### config.mk
export PLATFORM = sky130hd
export DESIGN_NAME = seq_radix4_divider
export DESIGN_NICKNAME = d
export VERILOG_FILES = /design/src/rtl/seq_radix4_divider_pkg.sv /design/src/rtl/seq_radix4_divider_digit_select.sv /design/src/rtl/seq_radix4_divider.sv
export SDC_FILE = /design/constraint.sdc
export NUM_CORES = 1
export LEC_CHECK = 0
export CAP_MARGIN = 30
export CORE_AREA = 5 5 220 201
export DETAILED_ROUTE_END_ITERATION = 8
export DIE_AREA = 0 0 225 206
export MAX_ROUTING_LAYER = met4
export PLACE_DENSITY_LB_ADDON = 0.05
export SLEW_MARGIN = 10
export SYNTH_ARGS = -nofsm -noshare
export SYNTH_HDL_FRONTEND = slang
export SYNTH_SLANG_ARGS = --single-unit
### constraint.sdc
create_clock -name clk -period 12.2 [get_ports clk]
set_input_delay 2.44 -clock clk [delete_from_list [all_inputs] [get_ports clk]]
set_output_delay 2.44 -clock clk [all_outputs]
set_load 0.02 [all_outputs]
### src/rtl/seq_radix4_divider_pkg.sv
// Shared definitions for the sequential radix-4 signed divider.
//   - state_t      : controller states
//   - DIV_WIDTH    : default operand width
//   - DBZ_QUOTIENT : quotient reported when the divisor is zero (all ones)
package div_pkg;

  typedef enum logic [2:0] {
    IDLE = 3'd0,
    PREP = 3'd1,
    ITER = 3'd2,
    FIX  = 3'd3,
    DONE = 3'd4
  } state_t;

  localparam int DIV_WIDTH = 32;

  localparam logic [DIV_WIDTH-1:0] DBZ_QUOTIENT = {DIV_WIDTH{1'b1}};

endpackage

### src/rtl/seq_radix4_divider_digit_select.sv
// Radix-4 restoring digit selection (purely combinational).
// Ports:
//   r_shift : shifted partial remainder R' = {R, next two dividend bits}
//   d1/d2/d3: 1x, 2x, 3x divisor magnitude (WIDTH+2 bits)
//   digit   : largest q in {3,2,1,0} with q*D <= R'
//   r_next  : R' - q*D. It is always below |D| <= 2^(WIDTH-1),
//             so WIDTH bits hold it without loss.
module radix4_digit_select #(
  parameter int WIDTH = 32
) (
  input  logic [WIDTH+1:0] r_shift,
  input  logic [WIDTH+1:0] d1,
  input  logic [WIDTH+1:0] d2,
  input  logic [WIDTH+1:0] d3,
  output logic [1:0]       digit,
  output logic [WIDTH-1:0] r_next
);
  import div_pkg::*;

  // Choose the largest divisor multiple that fits and subtract it.
  always_comb begin
    digit  = 2'd0;
    r_next = r_shift[WIDTH-1:0];
    if (r_shift >= d3) begin
      digit  = 2'd3;
      r_next = WIDTH'(r_shift - d3);
    end else if (r_shift >= d2) begin
      digit  = 2'd2;
      r_next = WIDTH'(r_shift - d2);
    end else if (r_shift >= d1) begin
      digit  = 2'd1;
      r_next = WIDTH'(r_shift - d1);
    end else begin
      digit  = 2'd0;
      r_next = r_shift[WIDTH-1:0];
    end
  end

endmodule

### src/rtl/seq_radix4_divider.sv
// Sequential signed radix-4 restoring divider, two quotient bits per clock.
// Works on operand magnitudes and fixes the signs in a final step.
// Ports:
//   clk, rst          : clock, synchronous active-high reset
//   start             : request, taken only in IDLE or DONE
//   dividend, divisor : signed operands, captured with start
//   busy              : high from the cycle after acceptance until before done
//   done              : one-cycle pulse, results valid from this cycle
//   quotient          : signed quotient, truncated toward zero
//   remainder         : signed remainder with the dividend's sign
//   div_by_zero       : divisor was zero (quotient all ones, remainder = dividend)
module seq_radix4_divider #(
  parameter int WIDTH = div_pkg::DIV_WIDTH
) (
  input  logic             clk,
  input  logic             rst,
  input  logic             start,
  input  logic [WIDTH-1:0] dividend,
  input  logic [WIDTH-1:0] divisor,
  output logic             busy,
  output logic             done,
  output logic [WIDTH-1:0] quotient,
  output logic [WIDTH-1:0] remainder,
  output logic             div_by_zero
);
  import div_pkg::*;

  localparam int              CNT_W    = (WIDTH / 2 > 1) ? $clog2(WIDTH / 2) : 1;
  localparam logic [CNT_W-1:0] CNT_LAST = CNT_W'(WIDTH / 2 - 1);
  localparam logic [CNT_W-1:0] CNT_ONE  = CNT_W'(1);
  localparam logic [WIDTH-1:0] ZERO_W   = {WIDTH{1'b0}};
  localparam logic [WIDTH-1:0] DBZ_Q    = {WIDTH{DBZ_QUOTIENT[0]}};

  // Two's-complement negation, wrapping (so -(-2^(W-1)) stays 2^(W-1) unsigned).
  function automatic logic [WIDTH-1:0] negate(input logic [WIDTH-1:0] x);
    return ~x + {{(WIDTH-1){1'b0}}, 1'b1};
  endfunction

  // Unsigned magnitude of a signed operand; -2^(W-1) maps to 2^(W-1).
  function automatic logic [WIDTH-1:0] magnitude(input logic [WIDTH-1:0] x);
    return x[WIDTH-1] ? negate(x) : x;
  endfunction

  state_t             state_r, state_next_s;
  logic [CNT_W-1:0]   cnt_r;
  logic [WIDTH-1:0]   dividend_r, divisor_r;
  logic               sign_n_r, sign_d_r;
  logic [WIDTH-1:0]   n_r;        // dividend magnitude, consumed MSB-first
  logic [WIDTH-1:0]   rem_r;      // partial remainder, always < |D|
  logic [WIDTH-1:0]   q_r;        // quotient magnitude being assembled
  logic [WIDTH+1:0]   d1_r, d2_r, d3_r;
  logic [WIDTH-1:0]   d_mag_s;
  logic [WIDTH+1:0]   r_shift_s;
  logic [1:0]         digit_s;
  logic [WIDTH-1:0]   r_next_s;
  logic               busy_s, done_s;

  assign d_mag_s   = magnitude(divisor_r);
  assign r_shift_s = {rem_r, n_r[WIDTH-1:WIDTH-2]};

  radix4_digit_select #(.WIDTH(WIDTH)) u_digit_select (
    .r_shift (r_shift_s),
    .d1      (d1_r),
    .d2      (d2_r),
    .d3      (d3_r),
    .digit   (digit_s),
    .r_next  (r_next_s)
  );

  // State register.
  always_ff @(posedge clk) begin
    if (rst) begin
      state_r <= IDLE;
    end else begin
      state_r <= state_next_s;
    end
  end

  // Next-state logic.
  always_comb begin
    state_next_s = IDLE;
    case (state_r)
      IDLE:    state_next_s = start ? PREP : IDLE;
      PREP:    state_next_s = (divisor_r == ZERO_W) ? DONE : ITER;
      ITER:    state_next_s = (cnt_r == {CNT_W{1'b0}}) ? FIX : ITER;
      FIX:     state_next_s = DONE;
      DONE:    state_next_s = start ? PREP : IDLE;
      default: state_next_s = IDLE;
    endcase
  end

  // Status decode from the upcoming state, so busy/done come out of flops.
  always_comb begin
    busy_s = 1'b0;
    done_s = 1'b0;
    case (state_next_s)
      PREP, ITER, FIX: busy_s = 1'b1;
      DONE:            done_s = 1'b1;
      default: begin
        busy_s = 1'b0;
        done_s = 1'b0;
      end
    endcase
  end

  // Registered status outputs.
  always_ff @(posedge clk) begin
    if (rst) begin
      busy <= 1'b0;
      done <= 1'b0;
    end else begin
      busy <= busy_s;
      done <= done_s;
    end
  end

  // Operand capture, magnitude preparation and the radix-4 iteration.
  always_ff @(posedge clk) begin
    if (rst) begin
      dividend_r <= ZERO_W;
      divisor_r  <= ZERO_W;
      sign_n_r   <= 1'b0;
      sign_d_r   <= 1'b0;
      n_r        <= ZERO_W;
      rem_r      <= ZERO_W;
      q_r        <= ZERO_W;
      d1_r       <= {(WIDTH+2){1'b0}};
      d2_r       <= {(WIDTH+2){1'b0}};
      d3_r       <= {(WIDTH+2){1'b0}};
      cnt_r      <= {CNT_W{1'b0}};
    end else begin
      case (state_r)
        IDLE, DONE: begin
          if (start) begin
            dividend_r <= dividend;
            divisor_r  <= divisor;
            sign_n_r   <= dividend[WIDTH-1];
            sign_d_r   <= divisor[WIDTH-1];
          end else begin
            dividend_r <= dividend_r;
          end
        end
        PREP: begin
          n_r   <= magnitude(dividend_r);
          d1_r  <= {2'b00, d_mag_s};
          d2_r  <= {1'b0, d_mag_s, 1'b0};
          d3_r  <= {2'b00, d_mag_s} + {1'b0, d_mag_s, 1'b0};
          rem_r <= ZERO_W;
          q_r   <= ZERO_W;
          cnt_r <= CNT_LAST;
        end
        ITER: begin
          n_r   <= {n_r[WIDTH-3:0], 2'b00};
          rem_r <= r_next_s;
          q_r   <= {q_r[WIDTH-3:0], digit_s};
          if (cnt_r != {CNT_W{1'b0}}) begin
            cnt_r <= cnt_r - CNT_ONE;
          end else begin
            cnt_r <= cnt_r;
          end
        end
        default: begin
          n_r <= n_r;
        end
      endcase
    end
  end

  // Result registers; they only change when a new result is produced.
  always_ff @(posedge clk) begin
    if (rst) begin
      quotient    <= ZERO_W;
      remainder   <= ZERO_W;
      div_by_zero <= 1'b0;
    end else if ((state_r == PREP) && (divisor_r == ZERO_W)) begin
      quotient    <= DBZ_Q;
      remainder   <= dividend_r;
      div_by_zero <= 1'b1;
    end else if (state_r == FIX) begin
      quotient    <= (sign_n_r ^ sign_d_r) ? negate(q_r) : q_r;
      remainder   <= sign_n_r ? negate(rem_r) : rem_r;
      div_by_zero <= 1'b0;
    end else begin
      quotient    <= quotient;
      remainder   <= remainder;
      div_by_zero <= div_by_zero;
    end
  end

endmodule

==> out/qor.csv, run 1 <==
stage,metric,value,unit
place,portBuffers,133,
routing,met3_wirelength,5200,um
clocking,root_buffer,clkbuf_16,
timing,hold_violations,0,
place,dp_slack,7370,ps
timing,period_share,0.399,
routing,dr.pass1.iters,5,
die,start_util,0.495,
routing,wl_met1,32800,um
routing,wl,65800,um
min_path,holdPathStages,2,
routing,via_per_inst,6.01,
setup_path,r2r_cells,17,
logic_synthesis,syn_avg_cell_area,7.76,um2
logic_synthesis,ys_seq_elements,299,
setup_path,crit_family,compound AO/OA/AOI/OAI gates,
setup_path,crit_type,reg -> reg,
global_routing,grt_use_total,0.282,
min_path,hp-start,d3_r[3],
clocking,cts_repair_resize_count,0,
setup_path,r2r_end,d3_r[32],
routing,drc_errors,0,
timing,slew_headroom,0.357,
setup_path,reg2reg_from,divisor_r[0],
die,die_y,206,um
routing,vias,19678,
die,core_area,41500,um2
clocking,clkLatencyLatePin,540,ps
setup_path,worstPathRequired,12650,ps
clocking,cts_tree,done,
layout,fill_cells,3897,
routing,highest_layer,met4,
place,post_dp_cell_area,22300,um2
layout,fin_area,23400,um2
logic_synthesis,synth_most_common_cell,nand2_1,
min_path,hold_class,reg -> reg,
setup_path,critPathLaunchType,flop,
clocking,postCtsHoldBufs,0,
logic_synthesis,synth.area.top_cells,"dfxtp_1 (29%), ha_1 (8.2%), nand2_1 (6.9%)",
logic_synthesis,synth_top_area_cell,dfxtp_1,
logic_synthesis,syn_nets,2848,
timing,setup_violations,0,
clocking,cts_setup_buffers,0,
routing,drtAntennaViolNets,0,
setup_path,endpoint_kind,flop,
clocking,cts_buffer_depth,3,
place,place.gp.congestion,1.00,
die,rows,71,
clocking,clock-sinks,299,
timing,final.min_clock_period,4870,ps
setup_path,worst_path_max_delay_cell,or3b_2,
logic_synthesis,netlist_instances,2643,
pwr,p_per_area,338,nW/um2
place,hpwl,49400,um
logic_synthesis,yosysSeqAreaShare,0.292,
logic_synthesis,synthFlopType,dfxtp_1,
die,die_area,46400,um2
timing,tightest_slew,958,ps
layout,diodes,0,
logic_synthesis,synth_edf_count,0,
timing,fin_tns_setup,0,ps
setup_path,max_stage_delay,580,ps
job,maxCapViolations,0,
die,fp.dieW,225,um
layout,drive_above_1_share,0.0569,
logic_synthesis,yosys.area.top_type_share,0.292,
logic_synthesis,yosysWarningCount,0,
routing,drt-initial-drc-count,1982,
logic_synthesis,synth_area,20500,um2
layout,final_util,0.564,
global_routing,grt_pass1_wl,103000,um
setup_path,path_cells,inv_1 -> ha_1 -> or3b_2 -> o21ai_1 -> xor2_1 -> inv_1 -> ha_1 -> nor4_1 -> o211ai_1 -> a311oi_1 -> a31oi_1 -> a211oi_2 -> o211ai_1 -> a21oi_1 -> o21ai_0 -> or3_1 -> o311ai_1,
clocking,clk_pin_slew_worst_paths,60,ps
pwr,worst_ir_drop_vdd,0.252,mV
die,boundaryPins,134,
global_routing,grt_pass1_vias,18081,
timing,fmax,206,MHz
layout,fin_nets,2905,
logic_synthesis,postSynth.asyncResetShare,0,
clocking,cts_htree_levels,2,
setup_path,worstPathArrival,5310,ps
timing,worst_slack,7330,ps
outcome,status,"complete, no violations",
setup_path,path_max_fanout,11,
setup_path,path_buf_inv,2,
logic_synthesis,synthTopCellsByCount,"nand2_1 (379), dfxtp_1 (299), a21oi_1 (283)",
routing,wl_met2,26800,um
routing,avgRoutedWirePerCell,20.1,um
min_path,holdPathEnd,d3_r[3],
global_routing,overflow,0,
global_routing,antenna_found_initial,0,
layout,instances_no_fill,3273,
global_routing,grt_max_degree,121,
pwr,p_leak,9.45,nW
timing,slew_viol_final,0,
timing,worst_clock_skew,17.5,ps
logic_synthesis,ys_types,83,
layout,area_growth_syn_to_layout,14.0,%
place,dpl.cell_count,3209,
clocking,cts_buffers,35,
setup_path,reg2reg_slack,7330,ps
timing,rsz0062_at_grt,no,
[worst max path at each step]
stage	start	end	slack, ps	depth (start not counted)
floorplan	divisor_r[0]	d3_r[32]	7860	18
global placement	rst	rem_r[1]	7390	6
detailed placement	rst	rem_r[10]	7370	5
CTS	divisor_r[0]	d3_r[32]	7370	17
global route	divisor_r[0]	d3_r[32]	7030	17
finish	divisor_r[0]	d3_r[32]	7330	17
[where the power goes]
| part | leakage, nW | total (mW) | internal (mW) | switching, mW |
|---|---|---|---|---|
| clock network | 0.556 | 1.05 | 0.614 | 0.433 |
| logic | 6.46 | 5.58 | 2.16 | 3.42 |
| registers | 2.43 | 1.28 | 1.08 | 0.203 |
| total | 9.45 | 7.91 | 3.85 | 4.06 |
[worst reg2reg max path, delay by kind of cell, from the launching register on]
| family | cells | cell delay [ps] |
|---|---|---|
| and+or+nand+nor | 3 | 1190 |
| AOI/OAI and AO/OA | 9 | 2020 |
| buffers and inverters | 2 | 270 |
| adders and majority gates | 2 | 420 |
| xor gates and xnor gates | 1 | 490 |
| DFF | 1 | 390 |
[cells by family after synthesis]
| logic type | after synthesis | share of synthesized area |
|---|---|---|
| compound gates | 873 | 0.282 |
| fa+ha+maj | 138 | 0.0856 |
| mux | 24 | 0.0123 |
| flops | 299 | 0.292 |
| xor+xnor | 228 | 0.0973 |
| buf+inv | 261 | 0.0487 |
| simple gates | 820 | 0.182 |
[registers in the layout, indices dropped and copies added (netlist names)]
signal       cells
state_r          3
q_r             32
div_by_zero      1
n_r             32
d1_r            31
quotient        32
divisor_r       32
d3_r            34
dividend_r      32
rem_r           32
done             1
remainder       32
cnt_r            4
busy             1
[routing by layer]
metal  up-vias  track usage
li1       9661            -
met1      9237        0.429
met2       702        0.399
met3        78       0.0420
met4         0       0.0526
met5         -            -
[per-stage QoR]
stage          hold slack, ps  power [mW]
6_report                  454        7.91
5_1_grt                   478        8.41
4_1_cts                   456        7.76
3_5_place_dp              448        6.68
3_3_place_gp              439        6.69
2_1_floorplan             432        5.19
[cells in the final DEF, fill, tap and decap left out, types with 36 or more instances in the layout]
| master | netlist | layout |
|---|---|---|
| nor3_1 | 45 | 42 |
| inv_1 | 118 | 118 |
| a21oi_1 | 283 | 283 |
| a22oi_1 | 80 | 80 |
| a21o_1 | 63 | 63 |
| clkbuf_16 | 0 | 36 |
| nand2_1 | 379 | 376 |
| nor2_1 | 203 | 200 |
| o21ai_0 | 110 | 110 |
| ha_1 | 134 | 134 |
| xor2_1 | 84 | 84 |
| o31ai_1 | 44 | 44 |
| dfxtp_1 | 299 | 298 |
| clkdlybuf4s50_1 | 0 | 132 |
| a211oi_1 | 65 | 65 |
| o211ai_1 | 37 | 37 |
| xnor2_1 | 144 | 144 |
[cell type report]
class / count / area, um2 / area share
clock buffers: 50 / 993 / 0.0425
clock inverters: 13 / 140 / 0.00599
well taps: 547 / 684 / 0.0293
inverters: 120 / 450 / 0.0193
multi-input cells: 2083 / 13600 / 0.581
flip-flops and latches: 299 / 5990 / 0.256
repair buffers: 161 / 1550 / 0.0664
No activity file was read; power rests on OpenSTA's default activity.
==> inputs of run 2 (changes only) <==
==> constraint.sdc (replaced) <==
create_clock -name clk -period 4.5 [get_ports clk]
set_input_delay 0.9 -clock clk [delete_from_list [all_inputs] [get_ports clk]]
set_output_delay 0.9 -clock clk [all_outputs]
set_load 0.02 [all_outputs]
==> out/qor.csv, run 2 (synthesis gave the netlist of run 1 again) <==
stage,metric,value,unit
setup_path,critPathLaunchType,flop,
clocking,root_buffer,clkbuf_16,
routing,wl,67200,um
global_routing,grt_pass1_vias,18445,
min_path,hold_class,reg -> reg,
layout,largest_reg_flops,34,
layout,final_util,0.580,
routing,drt-initial-drc-count,1908,
die,rows,71,
timing,tightest_slew,939,ps
layout,regMostFlops,d3_r,
clocking,cts_htree_levels,2,
routing,drc_errors,0,
setup_path,path_max_fanout,4,
timing,setup_violations,0,
setup_path,worstPathRequired,4950,ps
global_routing,grt_use_total,0.288,
clocking,postCtsHoldBufs,0,
timing,hold_violations,0,
outcome,status,"complete, no violations",
routing,dr.pass1.iters,5,
global_routing,antenna_found_initial,1,
clocking,clk_pin_slew_worst_paths,60,ps
timing,holdWs,453,ps
layout,instances_no_fill,3343,
setup_path,path_buf_inv,1,
layout,area_growth_syn_to_layout,17.4,%
setup_path,crit_family,compound AO/OA/AOI/OAI gates,
die,die_y,206,um
die,core_area,41500,um2
layout,fill_cells,3885,
setup_path,path_depth,17,
global_routing,grt_pass1_wl,105000,um
clocking,cts_buffer_depth,3,
place,portBuffers,133,
die,start_util,0.495,
die,boundaryPins,134,
die,die_area,46400,um2
timing,slew_viol_final,0,
setup_path,endpoint_kind,flop,
pwr,worst_ir_drop_vdd,0.697,mV
routing,via_per_inst,5.97,
setup_path,cp-endpoint,d3_r[32],
timing,slew_headroom,0.371,
setup_path,worstPathArrival,4730,ps
setup_path,reg2reg_from,divisor_r[1],
place,place.gp.congestion,0.997,
timing,fin_tns_setup,0,ps
setup_path,max_stage_delay,480,ps
place,hpwl,51400,um
place,dpl.cell_count,3277,
setup_path,reg2reg_slack,220,ps
pwr,finalPower,21.9,mW
setup_path,worst_path_max_delay_cell,or4_1,
timing,period_share,0.951,
clocking,clkLatencyLatePin,550,ps
clocking,cts_buffers,35,
timing,final.min_clock_period,4280,ps
routing,avgRoutedWirePerCell,20.1,um
clocking,cts_tree,done,
layout,final_cell_mix,"nand2_1 (376), dfxtp_1 (298), a21oi_1 (282)",
layout,drive_above_1_share,0.0859,
job,maxCapViolations,0,
layout,fin_nets,2978,
setup_path,r2r_cells,17,
pwr,p_leak,9.85,nW
timing,rsz0062_at_grt,yes,
timing,worst_slack,220,ps
place,dp_slack,-5.46,ps
pwr,p_per_area,909,nW/um2
global_routing,grt_max_degree,75,
clocking,clock-sinks,299,
setup_path,r2r_end,d3_r[32],
routing,drtAntennaViolNets,0,
die,fp.dieW,225,um
global_routing,overflow,0,
setup_path,crit_start,divisor_r[1],
timing,worst_clock_skew,20.2,ps
setup_path,crit_type,reg -> reg,
layout,fin_area,24100,um2
place,post_dp_cell_area,22800,um2
routing,vias,19966,
setup_path,path_cells,inv_1 -> ha_1 -> or3b_2 -> or4_1 -> o21ai_1 -> xnor2_2 -> ha_1 -> a21oi_1 -> o21ai_0 -> a311oi_1 -> a31oi_1 -> a211oi_2 -> o211ai_1 -> a21oi_2 -> o21ai_1 -> or3_1 -> o311ai_1,
layout,final_common_cell,nand2_1,
timing,fmax,234,MHz
## run 2: area by class of cell
cell class / instances / area (um2) / area share
Multi-Input combinational cell: 2083 / 13700 / 0.568
Clock inverter: 13 / 173 / 0.00717
Timing Repair Buffer: 234 / 2150 / 0.0891
Antenna cell: 1 / 2.50 / 0.000104
Tap cell: 547 / 684 / 0.0284
Clock buffer: 46 / 968 / 0.0402
Sequential cell: 299 / 5990 / 0.249
Inverter: 120 / 450 / 0.0187
## run 2: worst register-to-register path: cells and delay by family (launching register included)
family | cells | cell delay (ps)
and+or+nand+nor | 3 | 1300
adders and majority gates | 2 | 470
AOI/OAI and AO/OA | 10 | 1890
DFF | 1 | 310
xor gates and xnor gates | 1 | 160
buffers and inverters | 1 | 70
## run 2: where the power goes
group	switching, mW	internal (mW)
clock network	1.18	1.70
registers	0.337	2.92
logic	9.31	6.44
total	10.8	11.1
## run 2: worst min-delay path by stage
| stage | cells after the start | slack [ps] | from | end |
|---|---|---|---|---|
| 5_1_grt | 2 | 470 | remainder[26] | remainder[26] |
| 4_1_cts | 2 | 460 | remainder[26] | remainder[26] |
| 3_5_place_dp | 2 | 450 | remainder[26] | remainder[26] |
| 3_3_place_gp | 2 | 440 | remainder[26] | remainder[26] |
| 2_1_floorplan | 2 | 430 | d3_r[12] | d3_r[12] |
| 6_report | 2 | 450 | remainder[0] | remainder[0] |
## run 2: routing by layer
layer / share of wire / track usage
met5: 0 / -
met4: 0.019 / 0.0646
met3: 0.089 / 0.0655
met2: 0.40 / 0.399
met1: 0.49 / 0.426
## run 2: what timing repair did
item                       4_1_cts  5_1_grt
pin swaps                        1       12
buffers inserted                 0        5
gates resized for setup          0       19
setup endpoints to repair        1        7
==> inputs of run 3 (changes only) <==
--- a/config.mk
+++ b/config.mk
@@ -10,7 +10,7 @@
 export DETAILED_ROUTE_END_ITERATION = 8
 export DIE_AREA = 0 0 225 206
 export MAX_ROUTING_LAYER = met4
-export PLACE_DENSITY_LB_ADDON = 0.05
+export PLACE_DENSITY = 0.74
 export SLEW_MARGIN = 10
 export SYNTH_ARGS = -nofsm -noshare
 export SYNTH_HDL_FRONTEND = slang
==> out/qor.csv, run 3 (synthesis gave the netlist of run 1 again) <==
stage,metric,value,unit
timing,final.min_clock_period,4370,ps
setup_path,path_max_fanout,6,
pwr,p_per_area,923,nW/um2
timing,slew_viol_final,0,
global_routing,grt_pass1_wl,103000,um
routing,via_per_inst,6.02,
timing,setup_violations,0,
layout,drive_above_1_share,0.0793,
pwr,power_frac_comb,0.705,
clocking,cts_buffers,36,
pwr,switching_share,0.485,
layout,area_growth_syn_to_layout,17.4,%
routing,wl,66100,um
routing,dr.pass1.iters,6,
global_routing,grt_max_degree,103,
layout,final_cell_mix,"nand2_1 (376), dfxtp_1 (298), a21oi_1 (281)",
global_routing,overflow,0,
setup_path,critPathLaunchType,flop,
routing,drtAntennaViolNets,0,
pwr,clock_power_share,0.144,
timing,worst_slack,127,ps
setup_path,worstPathRequired,4940,ps
pwr,finalPower,22.2,mW
die,core_area,41500,um2
routing,vias,20025,
clocking,cts_htree_levels,2,
global_routing,grt_use_total,0.282,
pwr,p_sw,10.8,mW
timing,period_share,0.972,
pwr,internal_power,11.5,mW
die,die_area,46400,um2
setup_path,crit_type,reg -> reg,
die,rows,71,
global_routing,grt_pass1_vias,18726,
outcome,status,"complete, no violations",
pwr,p_leak,9.83,nW
global_routing,antenna_found_initial,0,
layout,fill_cells,3762,
clocking,cts_tree,done,
place,dpl.cell_count,3254,
pwr,pwr-share-seq,0.151,
routing,drc_errors,0,
layout,instances_no_fill,3324,
clocking,clk_pin_slew_worst_paths,60,ps
place,portBuffers,133,
clocking,root_buffer,clkbuf_16,
die,die_y,206,um
timing,tightest_slew,974,ps
job,maxCapViolations,0,
place,hpwl,50300,um
timing,holdWs,453,ps
setup_path,worstPathArrival,4810,ps
timing,slew_headroom,0.350,
layout,final_common_cell,nand2_1,
setup_path,endpoint_kind,flop,
routing,drt-initial-drc-count,1894,
timing,fmax,229,MHz
min_path,hold_class,reg -> reg,
place,place.gp.congestion,0.972,
clocking,clock-sinks,299,
layout,largest_reg_flops,34,
place,dp_slack,30.6,ps
die,boundaryPins,134,
timing,hold_violations,0,
pwr,worst_ir_drop_vdd,0.876,mV
timing,rsz0062_at_grt,yes,
layout,fin_nets,2953,
die,start_util,0.495,
die,fp.dieW,225,um
clocking,cts_buffer_depth,3,
clocking,clkLatencyLatePin,570,ps
timing,worst_clock_skew,26.9,ps
layout,regMostFlops,d3_r,
routing,avgRoutedWirePerCell,19.9,um
run 3: cell count changes in the layout (fill, tap and decap cells not counted), sizes merged:
cell	before	now
clkinv	6	12
buf	101	76
bufinv	3	7
clkbuf	47	45
clkinvlp	3	1
run 3: metrics by stage:
stage | util | TNS (ps) | cell area [um2]
finish | 0.581 | 0 | 24100
CTS | 0.578 | 0 | 24000
floorplan | - | 0 | 20500
global route | 0.581 | -79.2 | 24100
detailed placement | 0.547 | 0 | 22700
global placement | 0.546 | 0 | 22700
run 3: critical path, cell delays in order, from the launching register on:
cell and delay [ps]:
dfxtp_1 310, or4_4 580, or3_4 410, or4_4 440
nand2b_4 160, or4_4 470, o41ai_2 250, xnor2_1 240
ha_1 380, a21oi_1 170, o21ai_0 80, a21oi_1 190
o21ai_0 150, or3_1 360, o311ai_1 80
run 3: area by class of cell:
cell class                 instances  area (um2)  area share
antenna                            1        2.50    0.000104
clock buffer                      45         996      0.0413
timing repair buffer             208        2000      0.0831
tap                              547         684      0.0284
inverter                         120         450      0.0187
multi-input combinational       2083       13700       0.568
sequential                       299        5990       0.248
clock inverter                    21         298      0.0124
run 3: timing repair:
action | in CTS | in global routing
setup endpoints to repair | 1 | 8
setup buffers | 0 | 1
pin swaps | 1 | 3
hold buffers | 0 | 0
gates resized for setup | 1 | 13
run 3: final timing paths:
check	from	end	slack, ps	depth (start not counted)
worst max-delay path	divisor_r[8]	d3_r[32]	130	14
worst min-delay path	d3_r[18]	d3_r[18]	450	2
worst max register to register	divisor_r[8]	d3_r[32]	130	14
worst min register to register	d3_r[18]	d3_r[18]	450	2
run 3: power by group through the flow:
stage	Clock [mW]	Sequential, mW	Combinational [mW]
6_report	3.21	3.35	15.7
5_1_grt	3.35	3.38	17.0
4_1_cts	3.25	3.34	15.3
3_5_place_dp	0	3.39	15.3
3_3_place_gp	0	3.38	15.2
2_1_floorplan	0	3.28	10.8
run 3: routing by layer:
metal	global-route usage	part of all wire	vias to the layer above
met3	0.0420	0.069	115
met5	-	0	-
li1	-	-	9777
met4	0.0750	0.027	0
met1	0.398	0.47	9436
met2	0.423	0.43	697
